$ cat config.mk
export PLATFORM = sky130hd
export DESIGN_NAME = serial_sub_ctrl_flat
export DESIGN_NICKNAME = d
export VERILOG_FILES = /design/src/rtl/serial_sub_pkg.sv /design/src/rtl/serial_sub_if.sv /design/src/rtl/serial_sub_ctrl_fs_bit.sv /design/src/rtl/serial_sub_ctrl.sv /design/src/flat_wrapper.sv
export SDC_FILE = /design/constraint.sdc
export NUM_CORES = 1
export LEC_CHECK = 0
export CORE_MARGIN = 3
export CORE_UTILIZATION = 40
export CTS_CLUSTER_DIAMETER = 40
export DETAILED_ROUTE_END_ITERATION = 7
export GPL_TIMING_DRIVEN = 0
export PLACE_DENSITY = 0.65
export SETUP_SLACK_MARGIN = 0.4
export SKIP_CTS_REPAIR_TIMING = 1
export SLEW_MARGIN = 30
export SYNTH_ARGS = -nofsm -noshare
export SYNTH_HDL_FRONTEND = slang
export SYNTH_SLANG_ARGS = --single-unit
$ cat constraint.sdc
create_clock -name clk -period 3.69 [get_ports clk]
set_input_delay 0.5535 -clock clk [delete_from_list [all_inputs] [get_ports clk]]
set_output_delay 0.5535 -clock clk [all_outputs]
set_load 0.05 [all_outputs]
$ cat src/rtl/serial_sub_pkg.sv
// ============================================================================
// serial_sub_pkg : shared state type and limits for the serial subtractor
// Rev 1.0
// ============================================================================
`default_nettype none

package serial_sub_pkg;
   typedef enum logic [1:0] {
      SS_IDLE  = 2'b00,
      SS_SHIFT = 2'b01,
      SS_DONE  = 2'b10
   } ss_state_t;

   localparam int SS_MAX_WIDTH = 64;
endpackage

`default_nettype wire

$ cat src/rtl/serial_sub_if.sv
// ============================================================================
// serial_sub_if : start/busy/done request bus; ovf present with SERIAL_SUB_OVF_EN
// Rev 1.0
// ============================================================================
`default_nettype none

interface serial_sub_if #(
   parameter int WIDTH = 8
);
   logic             start;
   logic [WIDTH-1:0] a;
   logic [WIDTH-1:0] b;
   logic             bin;
   logic             busy;
   logic             done;
   logic [WIDTH-1:0] diff;
   logic             bout;
`ifdef SERIAL_SUB_OVF_EN
   logic             ovf;

   modport master (output start, a, b, bin, input busy, done, diff, bout, ovf);
   modport slave  (input start, a, b, bin, output busy, done, diff, bout, ovf);
`else
   modport master (output start, a, b, bin, input busy, done, diff, bout);
   modport slave  (input start, a, b, bin, output busy, done, diff, bout);
`endif
endinterface

`default_nettype wire

$ cat src/rtl/serial_sub_ctrl_fs_bit.sv
// ============================================================================
// fs_bit : combinational 1-bit full subtractor cell (d = a - b - bin)
// Rev 1.0
// ============================================================================
`default_nettype none

module fs_bit (
   input  logic a,
   input  logic b,
   input  logic bin,
   output logic d,
   output logic bo
);
   assign d  = a ^ b ^ bin;
   assign bo = (~a & b) | (~(a ^ b) & bin);
endmodule

`default_nettype wire

$ cat src/rtl/serial_sub_ctrl.sv
// ============================================================================
// serial_sub_ctrl : WIDTH-cycle LSB-first serial subtractor; macro SERIAL_SUB_OVF_EN adds ovf
// Rev 1.0
// ============================================================================
`default_nettype none

module serial_sub_ctrl
   import serial_sub_pkg::*;
#(
   parameter int WIDTH = 8
) (
   input  logic          clk,
   input  logic          rst_n,
   serial_sub_if.slave   bus
);
   localparam int CNT_W = $clog2(WIDTH);

   ss_state_t        r_state;
   ss_state_t        w_state_nxt;
   logic             w_load;
   logic             w_last;
   logic [WIDTH-1:0] r_a_sr;
   logic [WIDTH-1:0] r_b_sr;
   logic [WIDTH-1:0] r_part;
   logic             r_brw;
   logic [CNT_W-1:0] r_idx;
   logic [WIDTH-1:0] r_diff;
   logic             r_bout;
   logic             w_d;
   logic             w_bo;

   fs_bit u_fs_bit (
      .a   (r_a_sr[0]),
      .b   (r_b_sr[0]),
      .bin (r_brw),
      .d   (w_d),
      .bo  (w_bo)
   );

   assign w_last = (r_idx == CNT_W'(WIDTH - 1));

   always_comb begin
      w_state_nxt = r_state;
      w_load      = 1'b0;
      case (r_state)
         SS_SHIFT: begin
            if (w_last) begin
               w_state_nxt = SS_DONE;
            end
         end
         // IDLE, DONE and the unreachable 2'b11 all behave as IDLE
         default: begin
            if (bus.start) begin
               w_load      = 1'b1;
               w_state_nxt = SS_SHIFT;
            end else begin
               w_state_nxt = SS_IDLE;
            end
         end
      endcase
   end

   always_ff @(posedge clk or negedge rst_n) begin
      if (!rst_n) begin
         r_state <= SS_IDLE;
      end else begin
         r_state <= w_state_nxt;
      end
   end

   always_ff @(posedge clk or negedge rst_n) begin
      if (!rst_n) begin
         r_a_sr <= '0;
         r_b_sr <= '0;
         r_part <= '0;
         r_brw  <= 1'b0;
         r_idx  <= '0;
         r_diff <= '0;
         r_bout <= 1'b0;
      end else if (w_load) begin
         r_a_sr <= bus.a;
         r_b_sr <= bus.b;
         r_brw  <= bus.bin;
         r_idx  <= '0;
      end else if (r_state == SS_SHIFT) begin
         r_a_sr <= r_a_sr >> 1;
         r_b_sr <= r_b_sr >> 1;
         r_part <= {w_d, r_part[WIDTH-1:1]};
         r_brw  <= w_bo;
         r_idx  <= r_idx + 1'b1;
         if (w_last) begin
            r_diff <= {w_d, r_part[WIDTH-1:1]};
            r_bout <= w_bo;
         end
      end
   end

`ifdef SERIAL_SUB_OVF_EN
   logic r_ovf;

   // r_brw at the last bit is the borrow into the MSB
   always_ff @(posedge clk or negedge rst_n) begin
      if (!rst_n) begin
         r_ovf <= 1'b0;
      end else if (r_state == SS_SHIFT && w_last) begin
         r_ovf <= r_brw ^ w_bo;
      end
   end

   assign bus.ovf = r_ovf;
`endif

   assign bus.busy = (r_state == SS_SHIFT);
   assign bus.done = (r_state == SS_DONE);
   assign bus.diff = r_diff;
   assign bus.bout = r_bout;
endmodule

`default_nettype wire

$ cat src/flat_wrapper.sv
// flat-port wrapper written by rule: the top's interface ports become plain ports
module serial_sub_ctrl_flat import serial_sub_pkg::*;
#(
   parameter int WIDTH = 8
)
  (clk, rst_n, bus_start, bus_a, bus_b, bus_bin, bus_busy, bus_done, bus_diff, bus_bout);
  serial_sub_if #(.WIDTH(WIDTH)) bus_i ();
  input  logic clk;
  input  logic rst_n;
  input wire logic [$bits(bus_i.start)-1:0] bus_start;
  input wire logic [$bits(bus_i.a)-1:0] bus_a;
  input wire logic [$bits(bus_i.b)-1:0] bus_b;
  input wire logic [$bits(bus_i.bin)-1:0] bus_bin;
  output wire logic [$bits(bus_i.busy)-1:0] bus_busy;
  output wire logic [$bits(bus_i.done)-1:0] bus_done;
  output wire logic [$bits(bus_i.diff)-1:0] bus_diff;
  output wire logic [$bits(bus_i.bout)-1:0] bus_bout;
  assign bus_i.start = bus_start;
  assign bus_i.a = bus_a;
  assign bus_i.b = bus_b;
  assign bus_i.bin = bus_bin;
  assign bus_busy = bus_i.busy;
  assign bus_done = bus_i.done;
  assign bus_diff = bus_i.diff;
  assign bus_bout = bus_i.bout;
  serial_sub_ctrl #(.WIDTH(WIDTH)) u_core (.clk(clk), .rst_n(rst_n), .bus(bus_i));
endmodule
## Word-level counts from Yosys, hierarchy flattened

Cells that the tools add are included.

- Flip-flop bits (word level): 39
- Output and inout bits: 11
- Logic and storage cells: 37

- $add $sub $neg: 1
- Equal/unequal tests: 4
- Multiplexer cells: 13
- Bitwise operators: 8
- Reduce and logical (&&, ||, !) cells: 3

Operator list:

| operator | count |
|---|---|
| 2-to-1 mux 8 bit | 4 |
| 2-to-1 mux 3 bit | 2 |
| 2-to-1 mux 1 bit | 5 |
| 2-to-1 mux 2 bit | 2 |
| adder 3 x 1 -> 3 bit, second input constant | 1 |
| equality test 3 bit, second input constant | 1 |
| NOT 1 bit | 3 |
| AND reduction 3 bit | 1 |
| bitwise AND 1 bit | 2 |
| equality test 2 x 1 -> 1 bit, second input constant | 1 |
| equality test 2 bit, second input constant | 1 |
| != test 2 x 1 -> 1 bit, second input constant | 1 |
| AND reduction 2 bit | 1 |
| nonzero test 2 bit | 1 |
| XOR 1 bit | 2 |
| OR 1 bit | 1 |

## Depth between registers and ports, before layout

- Depth in word-level cells: 6
- Depth in mapped cells: 6

## By module

From an unflattened synthesis, not the netlist that was laid out.

- Cells, all modules: 112
- Area, all modules: 1824.2 µm²

By module, submodules not included:

| module | times used | cells each | area an instance (µm²) | seq. area each (µm²) |
|---|---|---|---|---|
| serial_sub_ctrl | 1 | 108 | 1793.0 | 950.9 |
| fs_bit | 1 | 4 | 31.3 | 0.0 |

## Least setup slack after synthesis

OpenSTA, ideal clock, no wires.

- Path type: flip-flop to output port
- Start: reg u_core.r_state[0]
- End: out bus_busy
- Arrival: 0.892 ns
- Data required time: 3.137 ns
- Slack: 2.245 ns
- Cell stages (with the launch flop): 4
- Path buffers: 2
- Path through: dfrtp_1 > nor2b_4 > buf_6 > buf_4

- Longest elaborated chain between the ends: 1

Ends and longest elaborated chain:

| element | line | source |
|---|---|---|
| start, declared | serial_sub_ctrl.sv:18 | `ss_state_t r_state;` |
| start signal, assigned | serial_sub_ctrl.sv:67 | `r_state <= w_state_nxt;` |
| equality test 2 x 1 -> 1 bit | serial_sub_ctrl.sv:113 | `assign bus.busy = (r_state == SS_SHIFT);` |
| end, declared | flat_wrapper.sv:14 | `output wire logic [$bits(bus_i.busy)-1:0] bus_busy;` |

Every way passes these cells.

## Worst setup path after layout

Same ends and word-level chain as after synthesis.

==> reports/qor.csv <==
stage,metric,value,unit
placement,HPWL Detailed,2230,um
routing,# DRC,0,
placement,DP Worst Slack,1.41,ns
sta,final setup fails,0,
sta,worst-margin pin slew,0.493,ns
die,die height,70.3,um
setup_path,CP Class,reg2out,
placement,Placer Congestion,0.685,
setup_path,R2R setup slack,2.17,ns
flow_run,max cap viols,0,
sta,setup ws final,1.13,ns
sta,clock skew,0.00305,ns
setup_path,Worst Path Required,3.14,ns
global_route,vias in the first global route,1162,
clocking,Clk Tree Root Cell,clkbuf_8,
power,Peak VDD IR,347,uV
sta,Relative slew margins,67.0,%
yosys,Synth area leader,dfrtp_1,
routing,post-DR wirelength/cell,14.1,um
routing,total wire length,3040,um
yosys,Main synth FF type,dfrtp_1,
power,PD cells,911,nW/um2
setup_path,CP arrival,2.00,ns
cells_and_area,n_diodes,0,
cells_and_area,Final Instance Area,2150,um2
global_route,gr usage total,13.4,%
sta,Slew Limit Fails,0,
sta,Tmin final,2.56,ns
sta,Fin Setup TNS,0,ns
setup_path,"critical path fanouts, max",10,
global_route,largest net degree at the start of global routing,21,
sta,Final period util,69.3,%
clocking,CTS Buffer Depth,2,
yosys,Mapped Cells,130,
yosys,fraction of registers with async set/reset,100,%
yosys,number of distinct library cells after synthesis,21,
yosys,Yosys reg bits,38,
cells_and_area,layout cells sized above 1,20.8,%
cells_and_area,fin util,56.1,%
cells_and_area,nets,191,
routing,Vias/cell,4.97,
clocking,clock sinks,38,
die,I/O pin count,31,
power,Lkg Pwr,0.00100,uW
setup_path,crit end category,output pin,
setup_path,Critical Path Start,u_core.r_state[0],
yosys,"Net Count, Synth",153,
setup_path,CP Launch Type,flop,
placement,# port buffers,30,
hold_path,Hold WC Path Type,in2async,
yosys,synth warn,0,
sta,RSZ-0062 raised after global routing,false,
yosys,"count leader, synth",dfrtp_1,
die,# rows,22,
yosys,Mean Syn Cell Area,12.7,um2
clocking,Worst-Skew Late Latency,0.28,ns
sta,Hold WS,0.226,ns
setup_path,R2R Path End,u_core.bus.diff[1],
die,width of the die,70.3,um
global_route,antenna violations before repair,0,
global_route,first-pass GRT wire length,5230,um
die,core area,3830,um2
clocking,Num CTS Buffers,5,
routing,First-pass DRT Iterations,4,
clocking,CTS tree,built,
sta,Max Clk Rate,391,MHz
yosys,synth top area cells,"dfrtp_1 (58%), mux2i_1 (9.7%), mux2_2 (9.5%)",
yosys,register area share after synthesis,57.6,%
setup_path,worst r2r src,u_core.r_idx[0],
die,die area,4940,um2
routing,1st-iter DRT viols,27,
yosys,"EDFF count, synth",0,
clocking,clock-pin transition on the worst setup and hold timing paths,0.07,ns
clocking,htree depth,2,
setup_path,Critical Path End,bus_busy,
routing,routed via count,1073,
yosys,Synth top area share,57.6,%
setup_path,R2R depth,5,
die,Initial Util,43.2,%
yosys,commonest cells in the netlist,"dfrtp_1 (38), nand2_1 (17), o21ai_0 (17), mux2i_1 (16), mux2_2 (14)",
routing,Detail Route Antenna Nets,0,
global_route,Congestion Overflow GR,0,
sta,"Hold Vio Cnt, Final",0,
placement,dpl cell area,2030,um2
cells_and_area,area delta synth->final,30.0,%
yosys,Post-Syn Area,1650,um2
status,outcome,"complete, no violations",
## worst min-delay path by stage
stage                     start  slack, ns                 end  cells after the start
2_1_floorplan             rst_n       0.26     u_core.bus.bout                      0
3_3_place_gp   u_core.r_a_sr[4]       0.46    u_core.r_a_sr[3]                      2
3_5_place_dp   u_core.r_a_sr[7]       0.47    u_core.r_a_sr[6]                      2
4_1_cts                   rst_n       0.23    u_core.r_part[6]                      1
5_1_grt                   rst_n       0.25  u_core.bus.diff[5]                      1
6_report                  rst_n       0.23    u_core.r_b_sr[3]                      1
## cell families (layout without fill, tap and decap cells)
logic type,count (synthesis),after routing,share of synthesized area [%]
adder cells (fa/ha/maj),3,3,2.73
flip-flops,38,38,57.6
AO/OA/AOI/OAI,19,19,5.91
multiplexers,32,32,21.1
AND/OR/NAND/NOR,27,27,8.41
buffers and inverters,11,49,4.32
## power breakdown
group / leakage (uW) / total, uW / internal (uW) / switching, uW
sequential: 0.000474 / 725 / 613 / 112
clock: 0.0000573 / 350 / 216 / 134
combinational: 0.000473 / 882 / 401 / 481
total: 0.00100 / 1960 / 1230 / 727
## layout make-up
class | count | area (um2)
fill | 327 | 1680
sequential | 38 | 951
tap | 48 | 60.1
clock inverter | 1 | 30.0
buffer | 8 | 60.1
multi-input combinational | 81 | 629
clock buffer | 6 | 82.6
inverter | 3 | 11.3
timing repair buffer | 31 | 323
## layout by cell type, fill, tap and decap left out
cell type and n:
dfrtp_1 38, clkdlybuf4s50_1 29, nand2_1 17, o21ai_0 17, mux2i_1 16, mux2_2 14, clkbuf_8 6, nor2_1 4
buf_4 3, inv_1 3, buf_2 3, buf_6 2, mux2_4 2, nand2b_1 2, ha_1 2, nor2b_4 1
and2b_1 1, clkbuf_2 1, nand3b_4 1, nor2b_1 1, a211oi_1 1, a21oi_1 1, fa_1 1, bufinv_16 1
buf_16 1
## metrics by stage
step,std cells,total power (uW)
final,216,1960
after global routing,216,2090
after CTS,216,1990
after detailed placement,209,1630
after global placement,208,1580
after floorplan,130,1350
## sequential cells by signal, indices dropped and copies added, names as in the netlist
register / cells
u_core.bus.bout: 1
u_core.r_part: 7
u_core.r_state: 2
u_core.bus.diff: 8
u_core.r_idx: 3
u_core.r_brw: 1
u_core.r_b_sr: 8
u_core.r_a_sr: 8
## critical path, cell delays in order, from the launching register on
cell	delay, ns
dfrtp_1	0.40
nor2b_4	0.17
buf_6	0.15
buf_4	0.19
clkdlybuf4s50_1	0.82
## layer usage
metal	global-route usage (%)	share of wire [%]	routed length, um
met1	16.7	44	1330
met2	21.9	50	1520
met3	3.74	4.9	150
met4	5.11	1.1	34
met5	0	0	0
(Power assumes the default switching activity.)
